File: src/rtl/bus_pkg.sv
// Shared serial-bus definitions for the master and slave bus bridges.
// Frame layout on wr_bus: {addr, wdata} MSB first; mode travels out-of-band.
package bus_pkg;

  localparam int BUS_ADDR_WIDTH = 16;
  localparam int BUS_DATA_WIDTH = 8;

  localparam logic MODE_WRITE = 1'b1;
  localparam logic MODE_READ  = 1'b0;

  typedef enum logic [2:0] {
    ST_IDLE     = 3'd0,
    ST_REQ      = 3'd1,
    ST_ADDR_OUT = 3'd2,
    ST_DATA_OUT = 3'd3,
    ST_RD_WAIT  = 3'd4,
    ST_RD_IN    = 3'd5,
    ST_DONE     = 3'd6
  } mbb_state_e;

  // Serial frame payload: address followed by data.
  function automatic int frame_width(input int aw, input int dw);
    return aw + dw;
  endfunction

  // Parallel request word: {mode, addr, data}.
  function automatic int req_width(input int aw, input int dw);
    return 1 + aw + dw;
  endfunction

endpackage

File: src/rtl/bus_shift_reg.sv
// Left-shifting register with parallel load; exposes its OUT_W most significant bits.
// load has priority over shift; shift_i doubles as the enable.
module bus_shift_reg #(
  parameter int W     = 8,
  parameter int OUT_W = 1
) (
  input  logic             clk,
  input  logic             rst,
  input  logic             load_i,
  input  logic [W-1:0]     load_dat_i,
  input  logic             shift_i,
  input  logic             ser_i,
  output logic [OUT_W-1:0] q_o
);

  logic [W-1:0] q_q;
  logic [W-1:0] q_d;

  always_comb begin
    q_d = q_q;
    if (load_i) begin
      q_d = load_dat_i;
    end else if (shift_i) begin
      q_d = {q_q[W-2:0], ser_i};
    end
  end

  always_ff @(posedge clk) begin
    if (rst) begin
      q_q <= '0;
    end else begin
      q_q <= q_d;
    end
  end

  assign q_o = q_q[W-1 -: OUT_W];

endmodule

File: src/rtl/master_bus_bridge.sv
// Master end of the serial bus: serialises {addr,wdata}, deserialises read replies.
// Write latency 1+1+ADDR_WIDTH+DATA_WIDTH+1 cycles at zero stall; slave_ready/slave_valid stall bit by bit.
module master_bus_bridge
  import bus_pkg::*;
#(
  parameter int ADDR_WIDTH = BUS_ADDR_WIDTH,
  parameter int DATA_WIDTH = BUS_DATA_WIDTH,
  parameter int TIMEOUT    = 255
) (
  input  logic                          clk,
  input  logic                          rst,
  input  logic                          valid_in,
  input  logic [ADDR_WIDTH+DATA_WIDTH:0] uart_register_in,
  output logic                          ready_out,
  output logic [DATA_WIDTH-1:0]         uart_register_out,
  output logic                          valid_out,
  output logic                          error,
  output logic                          mode,
  output logic                          wr_bus,
  output logic                          master_valid,
  output logic                          master_ready,
  input  logic                          rd_bus,
  input  logic                          slave_ready,
  input  logic                          slave_valid,
  input  logic                          split
);

  localparam int FW = frame_width(ADDR_WIDTH, DATA_WIDTH);
  localparam int CW = $clog2(FW + 1);
  localparam int TW = $clog2(TIMEOUT + 1);

  localparam logic [CW-1:0] ADDR_LAST = CW'(ADDR_WIDTH - 1);
  localparam logic [CW-1:0] DATA_LAST = CW'(DATA_WIDTH - 1);
  localparam logic [TW-1:0] TMO_MAX   = TW'(TIMEOUT);

  mbb_state_e            state_q, state_d;
  logic [CW-1:0]         bit_cnt_q, bit_cnt_d;
  logic [TW-1:0]         tmo_cnt_q, tmo_cnt_d;
  logic                  mode_q, mode_d;
  logic [DATA_WIDTH-1:0] rd_out_q, rd_out_d;

  logic                  tx_load;
  logic                  tx_shift;
  logic                  tx_msb;
  logic                  rx_shift;
  logic [DATA_WIDTH-2:0] rx_q;

  bus_shift_reg #(
    .W     (FW),
    .OUT_W (1)
  ) u_tx (
    .clk        (clk),
    .rst        (rst),
    .load_i     (tx_load),
    .load_dat_i (uart_register_in[FW-1:0]),
    .shift_i    (tx_shift),
    .ser_i      (1'b0),
    .q_o        (tx_msb)
  );

  // Holds the first DATA_WIDTH-1 read bits; the last bit goes straight to the output register.
  bus_shift_reg #(
    .W     (DATA_WIDTH - 1),
    .OUT_W (DATA_WIDTH - 1)
  ) u_rx (
    .clk        (clk),
    .rst        (rst),
    .load_i     (1'b0),
    .load_dat_i ('0),
    .shift_i    (rx_shift),
    .ser_i      (rd_bus),
    .q_o        (rx_q)
  );

  always_comb begin
    state_d      = state_q;
    bit_cnt_d    = bit_cnt_q;
    tmo_cnt_d    = tmo_cnt_q;
    mode_d       = mode_q;
    rd_out_d     = rd_out_q;
    tx_load      = 1'b0;
    tx_shift     = 1'b0;
    rx_shift     = 1'b0;
    ready_out    = 1'b0;
    valid_out    = 1'b0;
    error        = 1'b0;
    master_valid = 1'b0;
    master_ready = 1'b0;

    case (state_q)
      ST_IDLE: begin
        ready_out = 1'b1;
        if (valid_in) begin
          mode_d    = uart_register_in[FW];
          tx_load   = 1'b1;
          bit_cnt_d = '0;
          tmo_cnt_d = '0;
          state_d   = ST_REQ;
        end
      end

      ST_REQ: begin
        master_valid = 1'b1;
        if (slave_ready) begin
          bit_cnt_d = '0;
          tmo_cnt_d = '0;
          state_d   = ST_ADDR_OUT;
        end else if (tmo_cnt_q == TMO_MAX) begin
          error     = 1'b1;
          tmo_cnt_d = '0;
          state_d   = ST_IDLE;
        end else begin
          tmo_cnt_d = tmo_cnt_q + 1'b1;
        end
      end

      ST_ADDR_OUT: begin
        master_valid = 1'b1;
        if (slave_ready) begin
          tx_shift = 1'b1;
          if (bit_cnt_q == ADDR_LAST) begin
            bit_cnt_d = '0;
            tmo_cnt_d = '0;
            state_d   = (mode_q == MODE_WRITE) ? ST_DATA_OUT : ST_RD_WAIT;
          end else begin
            bit_cnt_d = bit_cnt_q + 1'b1;
          end
        end
      end

      ST_DATA_OUT: begin
        master_valid = 1'b1;
        if (slave_ready) begin
          tx_shift = 1'b1;
          if (bit_cnt_q == DATA_LAST) begin
            bit_cnt_d = '0;
            state_d   = ST_DONE;
          end else begin
            bit_cnt_d = bit_cnt_q + 1'b1;
          end
        end
      end

      // A split parks here indefinitely; only unsplit idle cycles count toward the timeout.
      ST_RD_WAIT: begin
        master_ready = 1'b1;
        if (slave_valid) begin
          rx_shift  = 1'b1;
          bit_cnt_d = CW'(1);
          state_d   = ST_RD_IN;
        end else if (!split) begin
          if (tmo_cnt_q == TMO_MAX) begin
            error     = 1'b1;
            tmo_cnt_d = '0;
            state_d   = ST_IDLE;
          end else begin
            tmo_cnt_d = tmo_cnt_q + 1'b1;
          end
        end
      end

      ST_RD_IN: begin
        master_ready = 1'b1;
        if (slave_valid) begin
          if (bit_cnt_q == DATA_LAST) begin
            rd_out_d  = {rx_q, rd_bus};
            bit_cnt_d = '0;
            state_d   = ST_DONE;
          end else begin
            rx_shift  = 1'b1;
            bit_cnt_d = bit_cnt_q + 1'b1;
          end
        end
      end

      ST_DONE: begin
        valid_out = 1'b1;
        state_d   = ST_IDLE;
      end

      default: begin
        state_d = ST_IDLE;
      end
    endcase
  end

  always_ff @(posedge clk) begin
    if (rst) begin
      state_q   <= ST_IDLE;
      bit_cnt_q <= '0;
      tmo_cnt_q <= '0;
      mode_q    <= 1'b0;
      rd_out_q  <= '0;
    end else begin
      state_q   <= state_d;
      bit_cnt_q <= bit_cnt_d;
      tmo_cnt_q <= tmo_cnt_d;
      mode_q    <= mode_d;
      rd_out_q  <= rd_out_d;
    end
  end

  // The TX register keeps stale contents in IDLE; gating keeps the line quiet between frames.
  assign wr_bus            = master_valid & tx_msb;
  assign mode              = mode_q;
  assign uart_register_out = rd_out_q;

endmodule

File: config.mk
export PLATFORM = sky130hd
export DESIGN_NAME = master_bus_bridge
export DESIGN_NICKNAME = d
export VERILOG_FILES = /design/src/rtl/bus_pkg.sv /design/src/rtl/bus_shift_reg.sv /design/src/rtl/master_bus_bridge.sv
export SDC_FILE = /design/constraint.sdc
export NUM_CORES = 1
export LEC_CHECK = 0
export ABC_CLOCK_PERIOD_IN_PS = 5550
export CAP_MARGIN = 20
export CORE_UTILIZATION = 60
export CTS_BUF_LIST = sky130_fd_sc_hd__clkbuf_4 sky130_fd_sc_hd__clkbuf_8
export CTS_CLUSTER_DIAMETER = 60
export DETAILED_ROUTE_END_ITERATION = 8
export GPL_ROUTABILITY_DRIVEN = 0
export PLACE_DENSITY_LB_ADDON = 0.1
export REMOVE_ABC_BUFFERS = 1
export SYNTH_ARGS = -nofsm -noshare
export SYNTH_HDL_FRONTEND = slang
export SYNTH_HIERARCHICAL = 1
export SYNTH_SLANG_ARGS = --single-unit
File: constraint.sdc
create_clock -name clk -period 5.55 [get_ports clk]
set_input_delay 1.11 -clock clk [delete_from_list [all_inputs] [get_ports clk]]
set_output_delay 1.11 -clock clk [all_outputs]
set_load 0.005 [all_outputs]
==> results.md, run 1 <==
- During synthesis, Yosys emitted a total of 6 warnings.
- Dividing total power by cell area gives a power density of 357 nW/um2.
- The horizontal die dimension is approximately 73 um.
- The path category of the worst min-delay check is register to register.
- The HPWL after detailed placement is about 3.9 mm.
- The headroom to the max-slew limit is 28.4%.
- Counting distinct cell types in the post-synthesis netlist gives 52.
- The largest clock skew in the final design is 0.0112 ns.
- met2 is the most crowded layer.
- The post-synthesis cell count is between 300 and 400.
- The startpoint class of the critical path is an input port.
- The met1 usage in global routing is roughly 28%.
- The time the final worst path needs with I/O delays and setup is between 4 and 5 ns.
- After floorplanning, the core was sized to cover around 4800 um2.
- The CTS tree is yes.
- The final route contains 2388 vias.
- In the global route stage, met3 resource usage came out at ~5.5%.
- The number of buffers created by CTS is 5.
- The fraction of registers with async set or reset after synthesis is 0%.
- For this run, the leading register cell type out of synthesis is dfxtp_1.
- The adder-cell area share of the yosys netlist is between 1.5 and 2%.
- Setup violations remaining at the end of the flow were counted as 0.
- By instance count, the cell type seen most on the critical path is clkdlybuf4s50_1.
- The area fraction in compound gates after synthesis is roughly 20%.
- The largest stage delay on the critical path is ~0.54 ns.
- The number of gates resized after CTS was 0.
- The remaining number of nets flagged by the antenna check after routing is 0.
- After clock tree synthesis, the setup repair step added 0 buffers.
- The number of maximum-capacitance violations is 0.
- In the routed design, unresolved DRC markers number 0.
- Walking the worst path, the cells encountered are clkdlybuf4s50_1 > or3b_1 > o31a_1 > nor4_1 > clkdlybuf4s50_1.
- Cells with a size suffix above 1 make up roughly 8.9% of the layout.
- The pin count of the biggest net entering global routing is slightly above 40.
- The number of H-tree branching levels is 2.
- Global routing finished with a remaining overflow of 0.
- Setup repair after global routing left no endpoint under its margin.
- The leakage power summed over all cells is 0.00129 uW.
- The wire length of the first global-routing pass is 9.25 mm.
- The count of pins over their slew limit is 0.
- The master of the slowest instance on the critical path is clkdlybuf4s50_1.
- Across the VDD grid, the largest voltage drop is about 0.18 mV.
- In this run the core area contains 25 standard-cell rows.
- Pin placement for this block handled 47 I/O pins.
- The element type at the critical path end is an output pin.
- From bottom edge to top edge, the die measures roughly 73 um.
- The CTS clock-pin slew for the worst setup and hold paths is ~0.09 ns.
- The number of antenna violations at the first check in global routing is 0.
- Counting flops with a built-in enable in the synthesized netlist gives 0.
- The simple-gate portion of the synthesized area is 21.9%.
- For this run, the top clock speed supported by timing is roughly 0.25 GHz.
- The layout has 370 filler cells.
- The antenna diode count is 0.
- The floorplan step defined a die boundary enclosing between 5000 and 6000 um2.
- The final hold violation count is 0.
- The mean instance size in the synthesized netlist is 9.41 um2.
- Global routing used around 22% of the available tracks.
- The critical path contains buffers and inverters numbering 2 combined.
- The final clock period utilization by the worst path is 73.3%.
- The xor and xnor fraction of the mapped netlist area is 0%.
- The run finished with clean final reports.
- The signal arrival time at the worst endpoint is roughly 3.0 ns.
- The pin slew with the least headroom to its limit is 1.07 ns.
- The clock net in this run drives a total of 56 sinks.
- The category of cells accounting for the largest share of critical-path delay is buffers and inverters.
- The number of global-route vias before repair is 2120.
- The clock passes through at most 2 buffers.
- By area, the combinational part of the netlist is dominated by simple AND/OR/NAND/NOR gates.
- The initial utilization of the core area, before any placement, comes to between 60% and 70%.
- The number of nets in the final layout is 404.
- Leaving out fill and tap cells, the most frequent cell in the layout is dfxtp_1.
- The classification of the worst setup path is input port to output pin.
- For this run, the register share of the synthesized area comes to a little under two fifths.
- The post-synthesis to final-layout area growth is 19.8%.
- For this block, the routed nets add up to around 5.7 mm of wire.
- The pre-antenna-repair detailed-routing pass consisted of 4 iterations.
- The final total negative setup slack is 0 ns.
- The highest net fanout along the worst path is 7.
- The count of input and output buffers is 46.
- After synthesis the cells add up to between 3000 and 4000 um2.
- The final routed wire length divided by cell count is between 10 and 15 um.
- The number of DRC markers after the initial detailed-route iteration is about 110.
- STA puts the critical path data required time at about 4.4 ns.
- For this design, the CTS-stage hold fixing added 0 buffers.
- In this run the cell area measured after placement is about 3500 um2.
- In the layout the commonest cells are dfxtp_1 (56), clkdlybuf4s50_1 (45), mux2i_1 (40).
- The design area is 3600 um2.
- For met2 alone, demand over resource in global routing was roughly 37%.
- Multiplexer cells account for between 10% and 20% of the synthesized area.
- In this run the clock root is driven by a clkbuf_8.
- The insertion delay to the later sink of the worst-skew pair is just over 0.3 ns.
- Using the TritonRoute via totals, the vias-per-cell ratio works out to about 5.5.
- The flop and latch count out of synthesis is 56.
## state kept, by name (all words and copies together) (netlist names)
register / flops
bit_cnt_q: 5
u_tx/q_q: 24
state_q: 3
tmo_cnt_q: 8
mode: 1
u_rx/q_o: 7
uart_register_out: 8
## path summary, 6_finish.rpt
check / to / cells past startpoint / slack, ns / from
min reg2reg: bit_cnt_q[4] / 2 / 0.50 / bit_cnt_q[4]
max: error / 5 / 1.48 / slave_ready
min: bit_cnt_q[4] / 2 / 0.50 / bit_cnt_q[4]
max reg2reg: u_tx/q_q[23] / 4 / 2.88 / state_q[0]
## kinds of logic after synthesis
kind of cell / count (synthesis)
other cells: 1
compound gates: 72
mux: 41
buf+inv: 27
flops: 56
fa+ha+maj: 4
simple gates: 118
## stage by stage
step	std cells	setup slack, ns	total power, uW	util, %	hold slack [ns]
floorplan	313	2.62	905	-	0.451
global placement	427	1.53	1040	73.1	0.477
detailed placement	427	1.50	1050	73.1	0.482
CTS	435	1.50	1290	75.1	0.500
global route	436	1.39	1370	75.7	0.523
finish	436	1.48	1280	75.7	0.495
## metal layers
| metal | vias to the layer above | part of all wire, % |
|---|---|---|
| met5 | - | 0 |
| met4 | 0 | 0.51 |
| met3 | 2 | 4.2 |
| met2 | 40 | 47 |
| met1 | 1102 | 48 |
| li1 | 1244 | - |
## layout make-up
type	count	area (um2)	share of cell area, %
clock buffer	6	82.6	2.30
clock inverter	2	13.8	0.383
inverter	6	22.5	0.626
multi-input combinational	251	1780	49.6
sequential	56	1120	31.2
tap	67	83.8	2.33
timing repair buffer	48	490	13.6
## cell usage after synthesis (all sizes together) (2+ instances only)
library cell  number  share of area (%)
and2               2               0.42
nor2b             35                7.3
o211ai             2               0.50
nand3              7                1.2
or3b               2               0.58
mux2i             40                 13
or4                3               0.75
or3                3               0.63
buf                9                2.9
nand4              2               0.42
or2                2               0.50
a22oi              2               0.50
a22o               2               0.58
nand2b             4               0.83
nor3b              2               0.50
o21ai              6                1.0
a32oi              2               0.58
a31oi              3               0.63
nand2             18                2.3
o32ai              2               0.58
a21o               2               0.50
a211oi            31                 11
or4b               2               0.67
dfxtp             56                 37
nand3b             2               0.50
ha                 4                1.7
a21oi             13                2.2
inv                6               0.75
and2b              2               0.50
nor2              26                3.3
clkbuf            12                1.5
## tightest hold or removal path: cells and delay by family (launching register included)
family             cells  cell delay, ns
AOI/OAI and AO/OA      1            0.05
and+or+nand+nor        1            0.06
DFF                    1            0.34
## report_power, final
| part | switching, uW | internal [uW] |
|---|---|---|
| registers | 74.8 | 478 |
| clock network | 130 | 102 |
| logic | 248 | 251 |
| total | 453 | 831 |
No activity file was read; power rests on OpenSTA's default activity.
==> run 2, diff against run 1 <==
--- a/config.mk
+++ b/config.mk
@@ -5,9 +5,9 @@
 export SDC_FILE = /design/constraint.sdc
 export NUM_CORES = 1
 export LEC_CHECK = 0
-export ABC_CLOCK_PERIOD_IN_PS = 5550
+export ABC_CLOCK_PERIOD_IN_PS = 4140
 export CAP_MARGIN = 20
-export CORE_UTILIZATION = 60
+export CORE_UTILIZATION = 56
 export CTS_BUF_LIST = sky130_fd_sc_hd__clkbuf_4 sky130_fd_sc_hd__clkbuf_8
 export CTS_CLUSTER_DIAMETER = 60
 export DETAILED_ROUTE_END_ITERATION = 8
==> constraint.sdc (replaced) <==
create_clock -name clk -period 4.14 [get_ports clk]
set_input_delay 0.828 -clock clk [delete_from_list [all_inputs] [get_ports clk]]
set_output_delay 0.828 -clock clk [all_outputs]
set_load 0.005 [all_outputs]
==> results.md, run 2 (synthesized netlist as in run 1, its figures left out) <==
- The run finished with clean final reports.
- The number of H-tree branching levels is 2.
- After clock tree synthesis, the clock-pin slew on the worst setup and hold paths is approximately 0.1 ns.
- The final layout contains routed wiring with a total length of 5.91 mm.
- The maximum frequency from static timing analysis is ~0.29 GHz.
- Registers are responsible for roughly two fifths of the overall power.
- IR analysis of the VDD net gives a maximum drop of just under 0.3 mV.
- Data on the critical path is required at its endpoint by around 3.3 ns.
- The final layout contains roughly 410 nets.
- The global route total overflow is 0.
- The tree is rooted in a clkbuf_8.
- The routed via count divided by cell count is around 5.4.
- The buffers inserted during post-CTS setup optimization is 0.
- The core footprint is ~5000 um2.
- The worst register-to-register path begins at state_q[0].
- The final clock period utilization by the worst path is around 84%.
- The pin count of the biggest net entering global routing is 34.
- The floorplan die area is approximately 5700 um2.
- The flip-flop count of the largest register after layout is 24.
- The vertical extent of the die is approximately 75 um.
- The library cell used most frequently in the layout, excluding fill and tap cells, is dfxtp_1.
- The detail route stage leaves a number of antenna-violating nets equal to 0.
- The combinational cell fraction of total power is a little under two fifths.
- The count of input and output buffers is 46.
- STA classifies the critical path startpoint as an input port.
- Across all register-to-register paths, the minimum setup slack is between 1.5 and 2 ns.
- The clock net in this run drives a total of 56 sinks.
- The post-synthesis to final-layout area growth is 20.2%.
- Of the total power, the clock network draws between 20% and 30%.
- The count of standard-cell rows is 26.
- STA classifies the critical path endpoint as an output pin.
- The number of antenna violations at the first check in global routing came to 0.
- The count of pins over their slew limit is 0.
- The design draws 1780 uW.
- In this run the power density over the cells is a little under 500 nW/um2.
- More flip-flops sit in one register than any other, and that register is u_tx/q_q.
- The initial utilization of the core area, before any placement, comes to between 50 and 60%.
- The post-route netlist has a little under a tenth of its cells at a drive strength greater than 1.
- The insertion delay to the later sink of the worst-skew pair is around 0.31 ns.
- The CTS tree is yes.
- The path class of the tightest hold or removal check is register to register.
- The final routed wire length divided by cell count is between 10 and 15 um.
- Max-cap violations in this run came to 0.
- The headroom to the max-slew limit is between 20 and 30%.
- The classification of the worst setup path is input port to output pin.
- The time the final worst path needs with I/O delays and setup is 3.46 ns.
- The number of buffers created by CTS is 5.
- The number of DRC markers after the initial detailed-route iteration is between 150 and 200.
- The number of vias in the routed layout is approximately 2400.
- The half-perimeter wire length of the detailed placement result is 4.06 mm.
- Setup repair after global routing left no endpoint under its margin.
- The path with the worst hold slack has its endpoint at tmo_cnt_q[1].
- Net switching is 34.4% of the power.
- The final total negative setup slack is 0 ns.
- Final hold analysis gives a worst-case slack of slightly below 0.5 ns.
- The signal arrival time at the worst endpoint is roughly 2.6 ns.
- Summed over all cells, the static leakage comes to around 0.0013 uW.
- The worst-case reg-to-reg path depth is 5.
- Counting instances, the worst hold path has a depth of 2.
- The number of antenna diodes in the final layout is 0.
- Setup violations remaining at the end of the flow were counted as 0.
- In the layout the commonest cells are dfxtp_1 (56), clkdlybuf4s50_1 (45), mux2i_1 (40).
- The net switching component of the power is 611 uW.
- The first detailed-routing pass took 4 iterations.
- The highest net fanout along the worst path is 7.
- The start point of the worst hold path is tmo_cnt_q[1].
- The final hold violation count is 0.
- The endpoint identified for the worst register-to-register timing path is tmo_cnt_q[5].
- Across every metal layer, demand over resource in global routing totals between 20% and 30%.
- Across the routed clock network, the largest skew measured is roughly 0.012 ns.
- For this run, design rule violations remaining after detail routing come to 0.
- The horizontal die dimension is 75.2 um.
- The wire length of the first global-routing pass is 9.43 mm.
- The finished layout holds between 400 and 500 standard cells, fillers aside.
- After detailed placement, the design holds a cell count of 432.
- The number of global-route vias before repair was between 2000 and 2500.
- The internal power contribution is about 1200 uW.
- At the pin with the least slew margin, the transition time is 1.07 ns.
- The number of hold buffers added after CTS was 0.
- The number of buffers on the longest clock path is 2.
- The number of resized instances in the post-cts repair step is 0.
- The number of top-level design ports is 47.
## run 2: layout make-up
class	count	area, um2
clock buffer	6	76.3
clock inverter	2	38.8
fill	438	1530
inverter	6	22.5
multi-input combinational	251	1780
sequential	56	1120
tap	70	87.6
timing repair buffer	49	478
## run 2: metal layers
metal	track usage [%]	wire length, um	up-vias
li1	-	-	1237
met1	29.2	2850	1112
met2	36.2	2810	33
met3	4.95	223	2
met4	5.35	19	0
met5	0	0	-
## run 2: power groups by stage
stage	Clock (uW)	Sequential [uW]	Combinational, uW
after floorplan	0	725	489
after global placement	0	751	656
after detailed placement	0	754	668
after CTS	378	741	671
after global routing	398	760	741
final	367	742	667
## run 2: how the worst max path moves through the flow
| stage | to | depth (start not counted) | startpoint |
|---|---|---|---|
| finish | error | 5 | slave_ready |
| global route | error | 5 | slave_ready |
| CTS | error | 5 | slave_ready |
| detailed placement | error | 5 | slave_ready |
| global placement | error | 5 | slave_ready |
| floorplan | error | 3 | slave_ready |
## run 2: metrics by stage
step	util, %	setup slack (ns)	cell area [um2]
CTS	70.2	0.686	3610
finish	70.2	0.679	3610
floorplan	-	1.78	2930
global placement	67.9	0.726	3490
global route	70.2	0.521	3610
detailed placement	67.9	0.692	3490
## run 2: worst max-delay path: stages
cell             delay, ns
clkdlybuf4s50_1       0.51
or3b_1                0.41
o31a_1                0.15
nor4_1                0.19
clkdlybuf4s50_1       0.55
==> run 3, diff against run 2 <==
--- a/config.mk
+++ b/config.mk
@@ -5,9 +5,9 @@
 export SDC_FILE = /design/constraint.sdc
 export NUM_CORES = 1
 export LEC_CHECK = 0
-export ABC_CLOCK_PERIOD_IN_PS = 4140
+export ABC_CLOCK_PERIOD_IN_PS = 3110
 export CAP_MARGIN = 20
-export CORE_UTILIZATION = 56
+export CORE_UTILIZATION = 50
 export CTS_BUF_LIST = sky130_fd_sc_hd__clkbuf_4 sky130_fd_sc_hd__clkbuf_8
 export CTS_CLUSTER_DIAMETER = 60
 export DETAILED_ROUTE_END_ITERATION = 8
==> constraint.sdc (replaced) <==
create_clock -name clk -period 3.11 [get_ports clk]
set_input_delay 0.622 -clock clk [delete_from_list [all_inputs] [get_ports clk]]
set_output_delay 0.622 -clock clk [all_outputs]
set_load 0.005 [all_outputs]
==> results.md, run 3 (synthesized netlist as in run 1, its figures left out) <==
- The path category of the worst min-delay check is register to register.
- The buffering stage count on the worst path with inverters included is 2.
- Setup repair after global routing left no endpoint under its margin.
- The signal on the critical path passes through clkdlybuf4s50_1 > or3b_1 > o31a_1 > nor4_1 > clkdlybuf4s50_1.
- The category of cells accounting for the largest share of critical-path delay is buffers and inverters.
- The number of global-route vias before repair is 2285.
- The number of maximum-capacitance violations is 0.
- The global route total overflow is 0.
- On the final layout, the worst clock skew is around 0.0045 ns.
- After clock tree synthesis, the clock-pin slew on the worst setup and hold paths is ~0.1 ns.
- The clock drives 56 sinks.
- After clock tree synthesis, the setup repair step added 0 buffers.
- The element type at the critical path end is an output pin.
- The count of cell instances traversed by the critical path is 5.
- Of all nets on the critical path, the largest fanout is 4.
- Timing would allow up to between 0.3 and 0.4 GHz.
- In the routed design, unresolved DRC markers number 0.
- The pin count of the biggest net entering global routing is 45.
- The worst pin sits at a relative slew slack of around 41%.
- The first TritonRoute pass finished after 4 iterations.
- The number of H-tree branching levels is 2.
- The detail route stage leaves a number of antenna-violating nets equal to 0.
- The final clock period utilization by the worst path is 94.5%.
- The critical path starts at slave_ready.
- The count of pins over their slew limit is 0.
- For this block, the initial DRC count from the detailed router was 74.
- For this run, the slowest stage of the critical path takes 0.55 ns.
- The destination of the critical timing path is error.
- Row generation in the floorplan step produced 27 rows.
- Post-CTS repair changed the size of 0 cells.
- The share of cells above drive strength 1 is about 11%.
- The die is 79.5 um tall.
- For this design the static power due to leakage is between 0.001 and 0.0015 uW.
- Setup slack on the critical path of the routed design comes to between 0.15 and 0.2 ns.
- For the finished layout, the period the worst path requires is 2.94 ns.
- The startpoint identified for the worst register-to-register timing path is bit_cnt_q[0].
- The number of vias in the routed layout is ~2400.
- The routed via count divided by cell count is between 5 and 6.
- The clock passes through at most 2 buffers.
- The register with the most flip-flops in the layout has 24 of them.
- The count of input and output buffers is between 40 and 50.
- The number of antenna violations at the first check in global routing was 0.
- The final hold violation count is 0.
- The cell area after placement is 3540 um2.
- The flow ran to the end, and the final reports show no timing, DRC or antenna violations.
- The horizontal die dimension is 79.5 um.
- The required time at the endpoint of the critical path is roughly 2.5 ns.
- The floorplan die area is approximately 6300 um2.
- The repair_antennas step left the layout with diodes totalling 0.
- The worst vdd rail ir drop is 0.341 mV.
- After routing the design area is roughly 3700 um2.
- For this design the ratio of total power to cell area is around 650 nW/um2.
- The first global-routing pass estimated approximately 10 mm of wire.
- The core footprint is approximately 5600 um2.
- For this block, the routed nets add up to 6.00 mm of wire.
- The initial utilization of the core area, before any placement, comes to a little over half.
- The overall routing resource usage is about a fifth.
- In this run, CTS created clock tree buffers numbering 5.
- Detailed placement finished with a half-perimeter wire length of 4.07 mm.
- The share of the core filled with cells in the final layout is ~65%.
- Data on the critical path arrives at its endpoint at 2.32 ns.
- The worst register-to-register path ends at tmo_cnt_q[5].
- TritonCTS built the clock tree.
- The number of nets in the final layout is slightly above 400.
- The final total negative setup slack is 0 ns.
- The worst-case setup slack after placement is ~0.16 ns.
- The library cells used most frequently in the layout, excluding fill and tap cells, are dfxtp_1 (56), clkdlybuf4s50_1 (45), mux2i_1 (40).
- The area growth from synthesis to layout is 22.1%.
- The slowest stage of the critical path is the clkdlybuf4s50_1 cell.
- The startpoint class of the critical path is an input port.
- More flip-flops sit in one register than any other, and that register is u_tx/q_q.
- The setup check on the worst reg-to-reg path leaves a slack of between 0.8 and 0.9 ns.
- The number of top-level design ports is 47.
- The worst register-to-register path has a depth of 8.
- The worst setup path is of the input port to output pin kind.
- The cell with the most instances on the worst path is clkdlybuf4s50_1.
- Hold repair after CTS inserted 0 buffers.
- In this run the clock root is driven by a clkbuf_8.
- The clock reaches the later pin of the worst-skew pair after ~0.31 ns.
- After detailed routing, the average wire length per cell comes to 13.4 um.
- At the pin with the least slew margin, the transition time is between 0.8 and 0.9 ns.
- The most frequent standard cell in the layout excluding fill and tap cells is dfxtp_1.
- Setup violations remaining at the end of the flow were counted as 0.
run 3: cell type report:
cell class	instances	area [um2]
tap	72	90.1
sequential	56	1120
multi-input combinational	251	1780
fill	489	1980
clock inverter	2	13.8
timing repair buffer	56	551
clock buffer	6	82.6
inverter	6	22.5
run 3: worst min path at each step:
stage                       from      endpoint  slack (ns)  depth (start not counted)
floorplan           tmo_cnt_q[7]  tmo_cnt_q[7]        0.45                          2
global placement    tmo_cnt_q[7]  tmo_cnt_q[7]        0.48                          2
detailed placement  bit_cnt_q[4]  bit_cnt_q[4]        0.48                          2
CTS                 bit_cnt_q[4]  bit_cnt_q[4]        0.50                          2
global route        bit_cnt_q[4]  bit_cnt_q[4]        0.52                          2
finish              bit_cnt_q[4]  bit_cnt_q[4]        0.49                          2
run 3: routing by layer:
metal / routed length, um / track usage [%] / part of all wire, % / vias to the layer above
met5: 0 / 0 / 0 / -
met4: 60 / 6.55 / 1.0 / 0
met3: 291 / 4.34 / 4.9 / 5
met2: 2810 / 33.3 / 47 / 37
met1: 2830 / 24.3 / 47 / 1099
li1: - / - / - / 1261
run 3: where the power goes:
part | total (uW) | switching (uW) | internal (uW)
clock | 420 | 237 | 183
sequential | 939 | 86.3 | 853
combinational | 1010 | 516 | 495
run 3: stage by stage:
stage / instances / power [uW] / hold WS, ns
final: 449 / 2370 / 0.494
after global routing: 449 / 2530 / 0.523
after CTS: 448 / 2350 / 0.497
after detailed placement: 440 / 1920 / 0.482
after global placement: 440 / 1900 / 0.476
after floorplan: 313 / 1620 / 0.451
run 3: worst reg2reg max path, cell delays in order (launching register included):
cell     delay (ns)
dfxtp_1        0.40
ha_1           0.23
nand3_1        0.12
inv_1          0.09
ha_1           0.20
a32oi_1        0.12
o32a_1         0.36
or4_1          0.51
a31oi_1        0.16
